--- src/rtl/apb_master_arbiter.sv ---
// Round-robin arbiter sharing one APB master request port among NUM_REQ requesters.
// One transfer is outstanding at a time; its completion, error and read data go back to its owner.
module apb_master_arbiter #(
  parameter int NUM_REQ    = 4,
  parameter int addr_width = 32,
  parameter int data_width = 32
) (
  input  logic                             i_clk_apb,
  input  logic                             i_rstn_apb,
  input  logic [NUM_REQ-1:0]               i_req_valid,
  output logic [NUM_REQ-1:0]               o_req_ready,
  input  logic [NUM_REQ*addr_width-1:0]    i_req_addr,
  input  logic [NUM_REQ-1:0]               i_req_rd0_wr1,
  input  logic [NUM_REQ*data_width-1:0]    i_req_wr_data,
  output logic [NUM_REQ-1:0]               o_req_done,
  output logic [NUM_REQ-1:0]               o_req_err,
  output logic [NUM_REQ-1:0]               o_req_rd_valid,
  output logic [data_width-1:0]            o_req_rd_data,
  output logic                             o_valid,
  input  logic                             i_ready,
  output logic [addr_width-1:0]            o_addr,
  output logic                             o_rd0_wr1,
  output logic [data_width-1:0]            o_wr_data,
  input  logic [data_width-1:0]            i_rd_data,
  input  logic                             i_psel,
  input  logic                             i_penable,
  input  logic                             i_pready,
  input  logic                             i_pslverr,
  output logic                             o_busy,
  output logic [$clog2(NUM_REQ)-1:0]       o_grant_id
);
  // state | meaning
  // IDLE  | arbitrating; a grant pulses o_req_ready and latches the winner's fields
  // ISSUE | o_valid held with stable fields until the master accepts
  // WAIT  | waiting for the APB ACCESS beat with pready to close the transfer
  localparam int GW = $clog2(NUM_REQ);

  typedef enum logic [1:0] {S_IDLE = 2'd0, S_ISSUE = 2'd1, S_WAIT = 2'd2} state_t;

  state_t                state_q, state_d;
  logic [GW-1:0]         last_q, last_d;
  logic [GW-1:0]         grant_q, grant_d;
  logic [addr_width-1:0] addr_q, addr_d;
  logic                  wr_q, wr_d;
  logic [data_width-1:0] wdata_q, wdata_d;
  logic [data_width-1:0] rdata_q, rdata_d;
  logic                  valid_q, valid_d;
  logic                  busy_q, busy_d;
  logic [NUM_REQ-1:0]    done_q, done_d;
  logic [NUM_REQ-1:0]    err_q, err_d;
  logic [NUM_REQ-1:0]    rdv_q, rdv_d;

  logic                  win_found;
  logic [GW-1:0]         win_id;
  logic [GW-1:0]         cand;
  logic                  apb_done;

  assign apb_done = i_psel & i_penable & i_pready;

  // Search starts one past the last winner and wraps, so the last winner is checked last.
  always_comb begin
    win_found = 1'b0;
    win_id    = '0;
    cand      = '0;
    for (int i = 1; i <= NUM_REQ; i++) begin
      cand = GW'((int'(last_q) + i) % NUM_REQ);
      if (!win_found && i_req_valid[cand]) begin
        win_found = 1'b1;
        win_id    = cand;
      end
    end
  end

  always_comb begin
    state_d     = state_q;
    last_d      = last_q;
    grant_d     = grant_q;
    addr_d      = addr_q;
    wr_d        = wr_q;
    wdata_d     = wdata_q;
    rdata_d     = rdata_q;
    valid_d     = 1'b0;
    done_d      = '0;
    err_d       = '0;
    rdv_d       = '0;
    o_req_ready = '0;
    case (state_q)
      S_IDLE: begin
        if (win_found) begin
          o_req_ready[win_id] = 1'b1;
          last_d  = win_id;
          grant_d = win_id;
          addr_d  = i_req_addr[int'(win_id)*addr_width +: addr_width];
          wr_d    = i_req_rd0_wr1[win_id];
          wdata_d = i_req_wr_data[int'(win_id)*data_width +: data_width];
          valid_d = 1'b1;
          state_d = S_ISSUE;
        end
      end
      S_ISSUE: begin
        if (i_ready) state_d = S_WAIT;
        else         valid_d = 1'b1;
      end
      S_WAIT: begin
        if (apb_done) begin
          done_d[grant_q] = 1'b1;
          err_d[grant_q]  = i_pslverr;
          if (!wr_q) begin
            rdv_d[grant_q] = 1'b1;
            rdata_d        = i_rd_data;
          end
          state_d = S_IDLE;
        end
      end
      default: state_d = S_IDLE;
    endcase
    busy_d = (state_d != S_IDLE);
  end

  always_ff @(posedge i_clk_apb) begin
    if (!i_rstn_apb) begin
      state_q <= S_IDLE;
      last_q  <= GW'(NUM_REQ - 1);
      grant_q <= '0;
      addr_q  <= '0;
      wr_q    <= 1'b0;
      wdata_q <= '0;
      rdata_q <= '0;
      valid_q <= 1'b0;
      busy_q  <= 1'b0;
      done_q  <= '0;
      err_q   <= '0;
      rdv_q   <= '0;
    end else begin
      state_q <= state_d;
      last_q  <= last_d;
      grant_q <= grant_d;
      addr_q  <= addr_d;
      wr_q    <= wr_d;
      wdata_q <= wdata_d;
      rdata_q <= rdata_d;
      valid_q <= valid_d;
      busy_q  <= busy_d;
      done_q  <= done_d;
      err_q   <= err_d;
      rdv_q   <= rdv_d;
    end
  end

  assign o_valid        = valid_q;
  assign o_addr         = addr_q;
  assign o_rd0_wr1      = wr_q;
  assign o_wr_data      = wdata_q;
  assign o_busy         = busy_q;
  assign o_grant_id     = grant_q;
  assign o_req_done     = done_q;
  assign o_req_err      = err_q;
  assign o_req_rd_valid = rdv_q;
  assign o_req_rd_data  = rdata_q;

endmodule
--- config.mk ---
export PLATFORM = sky130hd
export DESIGN_NAME = apb_master_arbiter
export DESIGN_NICKNAME = d
export VERILOG_FILES = /design/src/rtl/apb_master_arbiter.sv
export SDC_FILE = /design/constraint.sdc
export NUM_CORES = 1
export LEC_CHECK = 0
export ABC_AREA = 1
export CAP_MARGIN = 5
export CELL_PAD_IN_SITES_DETAIL_PLACEMENT = 1
export CELL_PAD_IN_SITES_GLOBAL_PLACEMENT = 2
export CORE_AREA = 2 2 190 239
export DETAILED_ROUTE_END_ITERATION = 16
export DIE_AREA = 0 0 192 241
export PLACE_DENSITY = 0.8
export SYNTH_ARGS = -nofsm -noshare
export SYNTH_HDL_FRONTEND = slang
export SYNTH_SLANG_ARGS = --single-unit
--- constraint.sdc ---
create_clock -name i_clk_apb -period 2.6 [get_ports i_clk_apb]
set_input_delay 0.39 -clock i_clk_apb [delete_from_list [all_inputs] [get_ports i_clk_apb]]
set_output_delay 0.39 -clock i_clk_apb [all_outputs]
set_load 0.005 [all_outputs]
# [After elaboration in Yosys (flattened, before gate mapping)]
# Cells that the tools add are included.
[word_totals] register_bits=117 inputBits=303 output_inout_bits=117 elab_cells=80
[op_classes] n_addsub=4 magnitude_cmp=8 n_eq_ne=2 n_shift=2 n_mux=31 bitwise=7 n_reduce_logical=14
[ops] op="$shiftx 128x8->32" count=2
[ops] op="$lt 2x3->1 const B" count=6
[ops] op="$mux 2" count=7
[ops] op="$mux 1" count=13
[ops] op="$bmux 1 s2" count=5
[ops] op="$mux 4" count=2
[ops] op="$pmux 2 s3" count=1
[ops] op="$reduce_and 3->1" count=2
[ops] op="$logic_and 1x1->1" count=5
[ops] op="$add 2x1->2 const B" count=2
[ops] op="$add 2x2->2 const B" count=2
[ops] op="$and 4x4->4" count=1
[ops] op="$demux 1 s2" count=2
[ops] op="$ge 2x1->1 const B" count=2
[ops] op="$not 1->1" count=4
[ops] op="$reduce_or 4->1" count=1
[ops] op="$logic_not 1->1" count=3
[ops] op="$and 1x1->1" count=2
[ops] op="$eq 2x1->1 const B" count=1
[ops] op="$eq 2x2->1 const B" count=1
[ops] op="$logic_not 2->1" count=1
[ops] op="$pmux 1 s2" count=1
[ops] op="$reduce_and 2->1" count=1
[ops] op="$reduce_bool 2->1" count=1

# [Longest topological paths before layout]
# Gate-level depths: netlist of run 1.
[logic_depth] depth_word=19 depth_mapped=17 mapped_depth_nobuf=14

# [Least setup slack after synthesis of run 1]
# No wires, ideal clock.
[synth_path] kind="flip-flop to output port" from="register last_q[0]" to="output o_req_ready[3]" arrival_ns=1.664 t_required_ns=2.210 setup_slack_ns=0.546 stages_incl_launch_ff=14 n_path_buf=3 path_cell_list="dfxtp_1 -> buf_4 -> inv_4 -> nand2_1 -> nand2_1 -> nand2_1 -> nand2_1 -> nor2_4 -> nand2_1 -> a21oi_2 -> buf_4 -> buf_6 -> nand2_1 -> a21oi_1"
[synth_via] elab_chain_cells=19 elab_cells_between_ends=33 cone_classes="add/sub: 4; order compare: 2; mux: 20; reduce/logical: 7"
[synth_rtl] element="from (decl)" line="41" rtl="logic [GW-1:0] last_q, last_d;"
[synth_rtl] element="from (signal assigned)" line="123" rtl="last_q <= GW'(NUM_REQ - 1);"
[synth_rtl] element="from (signal assigned)" line="136" rtl="last_q <= last_d;"
[synth_rtl] element="$add 2x1->2" line="66" rtl="cand = GW'((int'(last_q) + i) % NUM_REQ);"
[synth_rtl] element="$bmux 1 s2" line="67" rtl="if (!win_found && i_req_valid[cand]) begin"
[synth_rtl] element="$mux 1 (not written as such)" line="67"
[synth_rtl] element="$mux 1" line="67"
[synth_rtl] element="$logic_not 1->1" line="67"
[synth_rtl] element="$logic_and 1x1->1" line="67"
[synth_rtl] element="$mux 1" line="67"
[synth_rtl] element="$logic_not 1->1" line="67"
[synth_rtl] element="(+3 left out)"
[synth_rtl] element="$logic_and 1x1->1" line="67"
[synth_rtl] element="$mux 2" line="67"
[synth_rtl] element="$lt 2x3->1 (not written as such) / $ge 2x1->1 (equally long branches)" line="90" rtl="o_req_ready[win_id] = 1'b1;"
[synth_rtl] element="$logic_and 1x1->1 (not written as such)" line="90"
[synth_rtl] element="$mux 1 (not written as such)" line="90"
[synth_rtl] element="$demux 1 s2" line="90"
[synth_rtl] element="$mux 4 (*)" line="89" rtl="if (win_found) begin"
[synth_rtl] element="$mux 4 (*)" line="87" rtl="case (state_q)"
[synth_rtl] element="to (decl)" line="11" rtl="output logic [NUM_REQ-1:0] o_req_ready,"
# Every way passes the cells marked *; elsewhere a longest branch is shown, timed or not. The select of a mux whose other input is x is not followed.

# [Worst setup path after layout of run 1]
[layout_path] from="register last_q[0]" to="output o_req_ready[1]"
# The elaborated chain is that of the path after synthesis.

==> results of run 1 <==
kinds of logic after synthesis:
group,share of synthesized area
AO/OA/AOI/OAI,0.0284
buffers and inverters,0.233
flip-flops,0.299
AND/OR/NAND/NOR,0.439
per-stage QoR:
| step | hold WS [ns] | worst slack [ns] |
|---|---|---|
| finish | 0.516 | 0.127 |
| global route | 0.492 | -0.0145 |
| CTS | 0.480 | 0.00360 |
| detailed placement | 0.496 | -0.294 |
| global placement | 0.491 | -0.260 |
| floorplan | 0.471 | 0.546 |
what timing repair did:
action | 4_1_cts | 5_1_grt
resized for setup | 26 | 23
setup buffers | 3 | 5
pin swaps | 1 | 6
endpoints found under the setup margin | 12 | 26
how the worst max path moves through the flow:
stage | start | endpoint | slack (ns) | depth (start not counted)
after global placement | i_req_valid[0] | o_req_ready[3] | -0.26 | 12
after floorplan | last_q[0]$_SDFFE_PN1P_ | o_req_ready[3] | 0.55 | 13
final | last_q[0]$_SDFFE_PN1P_ | o_req_ready[1] | 0.13 | 13
after detailed placement | i_req_valid[0] | o_req_ready[3] | -0.29 | 12
after CTS | last_q[0]$_SDFFE_PN1P_ | o_req_ready[2] | 0.004 | 13
after global routing | last_q[0]$_SDFFE_PN1P_ | o_req_ready[1] | -0.01 | 13
registers in the layout, indices dropped and copies added (netlist names):
register        flops
o_grant_id          2
o_rd0_wr1           1
o_req_rd_valid      4
o_addr             32
o_req_done          4
o_wr_data          32
o_req_err           4
o_busy              1
last_q              2
o_valid             1
state_q             2
o_req_rd_data      32
power by group through the flow:
stage | combinational, mW | clock [mW] | sequential, mW
after floorplan | 6.96 | 0 | 2.60
after global placement | 10.7 | 0 | 2.60
after detailed placement | 10.8 | 0 | 2.62
after CTS | 10.9 | 2.60 | 2.59
after global routing | 12.3 | 2.67 | 2.65
final | 10.8 | 2.49 | 2.58
tightest hold or removal path: cells and delay by family, from the launching register on:
kind / cells / cell delay, ns
simple gates: 1 / 0.08
compound gates: 1 / 0.08
flops: 1 / 0.32
layer usage:
metal	global-route usage	vias to the layer above	wire length, um
met5	0	-	0
met4	0.0527	0	740
met3	0.0475	34	2380
met2	0.300	252	19500
met1	0.167	4523	14200
li1	-	4939	-
layout make-up:
cell class,count,share of cell area
multi-input combinational,839,0.282
clock inverter,13,0.0130
timing repair buffer,464,0.345
clock buffer,18,0.0321
tap,572,0.0536
antenna,1,0.000187
inverter,347,0.0980
sequential,117,0.176
Yosys cell counts:
master    count
a211oi_1      1
a21oi_1       4
a21oi_2       1
a31oi_1       1
buf_2        40
buf_4        13
buf_6        13
clkbuf_1     21
dfxtp_1     117
inv_1       341
inv_2         5
inv_4         1
nand2_1     239
nand2_2       2
nand3_1     335
nand3_2       2
nor2_1      215
nor2_4        1
nor3_1        3
o211ai_1      2
o21ai_0      32
o21ai_1       1
==> results.txt, run 1 <==
Clock Tree Buf Depth - 2
Count of final hold-check violations - 0
Layout cell share with drive strength beyond 1 - 0.0651
Initial DRC count - 293
P&R area growth vs syn - 70.6%
CP max stage delay - 0.41 ns
Num Clock Sinks - 117
CTS tree - built
Netlist Area Pre-Place - 7830 um^2
Area leader, netlist - dfxtp_1
PortBufs - 419
Yosys warns - 0
Clock network power share - 0.157
R2R Path End - o_wr_data[2]$_SDFFE_PN0P_
Worst slew pin tran - 0.678 ns
Starting density of the core - 0.178
Post-CTS Hold Fix Bufs - 0
Post-route cell area - 13400 um^2
Crit end category - primary output
Top cell type's share of synthesized area - 0.299
Ports - 420
Start of the worst register-to-register path - last_q[0]$_SDFFE_PN1P_
Die width - 192 um
Drt first pass iters - 4
Hold Startpoint - o_req_rd_data[0]$_SDFFE_PN0P_
CP max FO - 6
Power, Total - 15.9 mW
Slowest-stage cell, CP - dfxtp_4
DRT Wirelength - 36.9 mm
Comb pwr share - 0.681
Number of register bits inferred by synthesis - 117
Post-Syn Instances - 1390
Via count - 9748
Switching power - 7.83 mW
Commonest non-fill, non-tap cell in the layout - clkdlybuf4s50_1
Reg2reg path depth - 15
Vias per Instance - 4.11
Seq/Total Area, Yosys - 0.299
Worst Path Class, Setup - reg -> out
Most frequent cells in the layout - 415 x clkdlybuf4s50_1, 341 x inv_1, 333 x nand3_1
Critical Path Start Type - flip-flop
Hold path endpoint - o_req_rd_data[0]$_SDFFE_PN0P_
Outcome - complete, no violations
Synth Net Count - 1693
Multi-input gate area - 3770 um^2
Reg area - 2350 um^2
Number of global-route vias before repair - 10277
Slew Limit Headroom - 0.548
Max-slew violation count - 0
Synth area leaders - dfxtp_1 30%, nand3_1 21%, inv_1 16%
Root buf cell - clkbuf_16
CP top delay family - simple AND/OR/NAND/NOR gates
Dpl hpwl - 27.5 mm
FF-to-FF setup slack - 0.26 ns
Flop pwr share - 0.163
Worst EP arrival - 2.08 ns
Power Density - 1190 nW/um^2
Final TNS setup - 0 ns
CTS H-tree depth - 4
Cell total after placement - 2331
Placer Congestion - 0.816
Static leakage - 6.86 nW
Hold Path Depth - 2
CTS clock-pin slew for the worst setup and hold paths - 0.06 ns
CP bufs+invs - 4
Hold Crit Class - reg -> reg
Final #Nets - 2089
Floorplan die height - 241 um
# DRC - 0
Switching share of power - 0.493
Rows - 86
Pin count of the biggest net entering global routing - 70
Part of the cycle the worst path needs - 0.951
Synth cell types - 22
Clk_lat worst skew - 0.45 ns
First-pass GRT wire length - 56.3 mm
Crit-path cells - buf_6 > nand2_2 > nand2_1 > nand2_1 > nand2_2 > nor2_4 > buf_4 > nand3_4 > nand2_4 > inv_4 > nand2_2 > nor2_1 > clkdlybuf4s15_2
Initial antenna violation count - 1
CP most frequent cell - nand2_2
Count of final setup violators - 0
Tmin final - 2.47 ns
VDD IR-drop max - 0.000735 V
Int Pwr - 8.05 mW
Fill cell count - 5598
FMAX - 0.404 GHz
Post-route insts no fill - 2371
Die area - 46300 um^2
Average size of a mapped cell - 5.63 um^2
Final Core Density - 0.304
Final Skew - 0.0109 ns
Worst path required time - 2.21 ns
DP Area - 12600 um^2
Maxcap violations - 0
Core area - 43900 um^2
Routed length per placed instance - 15.5 um
GRT Overall Usage - 0.159
Total gr overflow - 0
ANT nets after route - 0
CTS buffer count - 17
Power figures use the tool's default switching activity.
==> inputs of run 2 (changes only) <==
- CTS_CLUSTER_SIZE: not set -> 25
==> results of run 2 <==
No change in the layout: final DEF, timing and power equal those of run 1.
==> inputs of run 3 (changes only) <==
- CTS_CLUSTER_SIZE: 25 -> not set
==> results of run 3 <==
No change in the layout: final DEF, timing and power equal those of run 1.
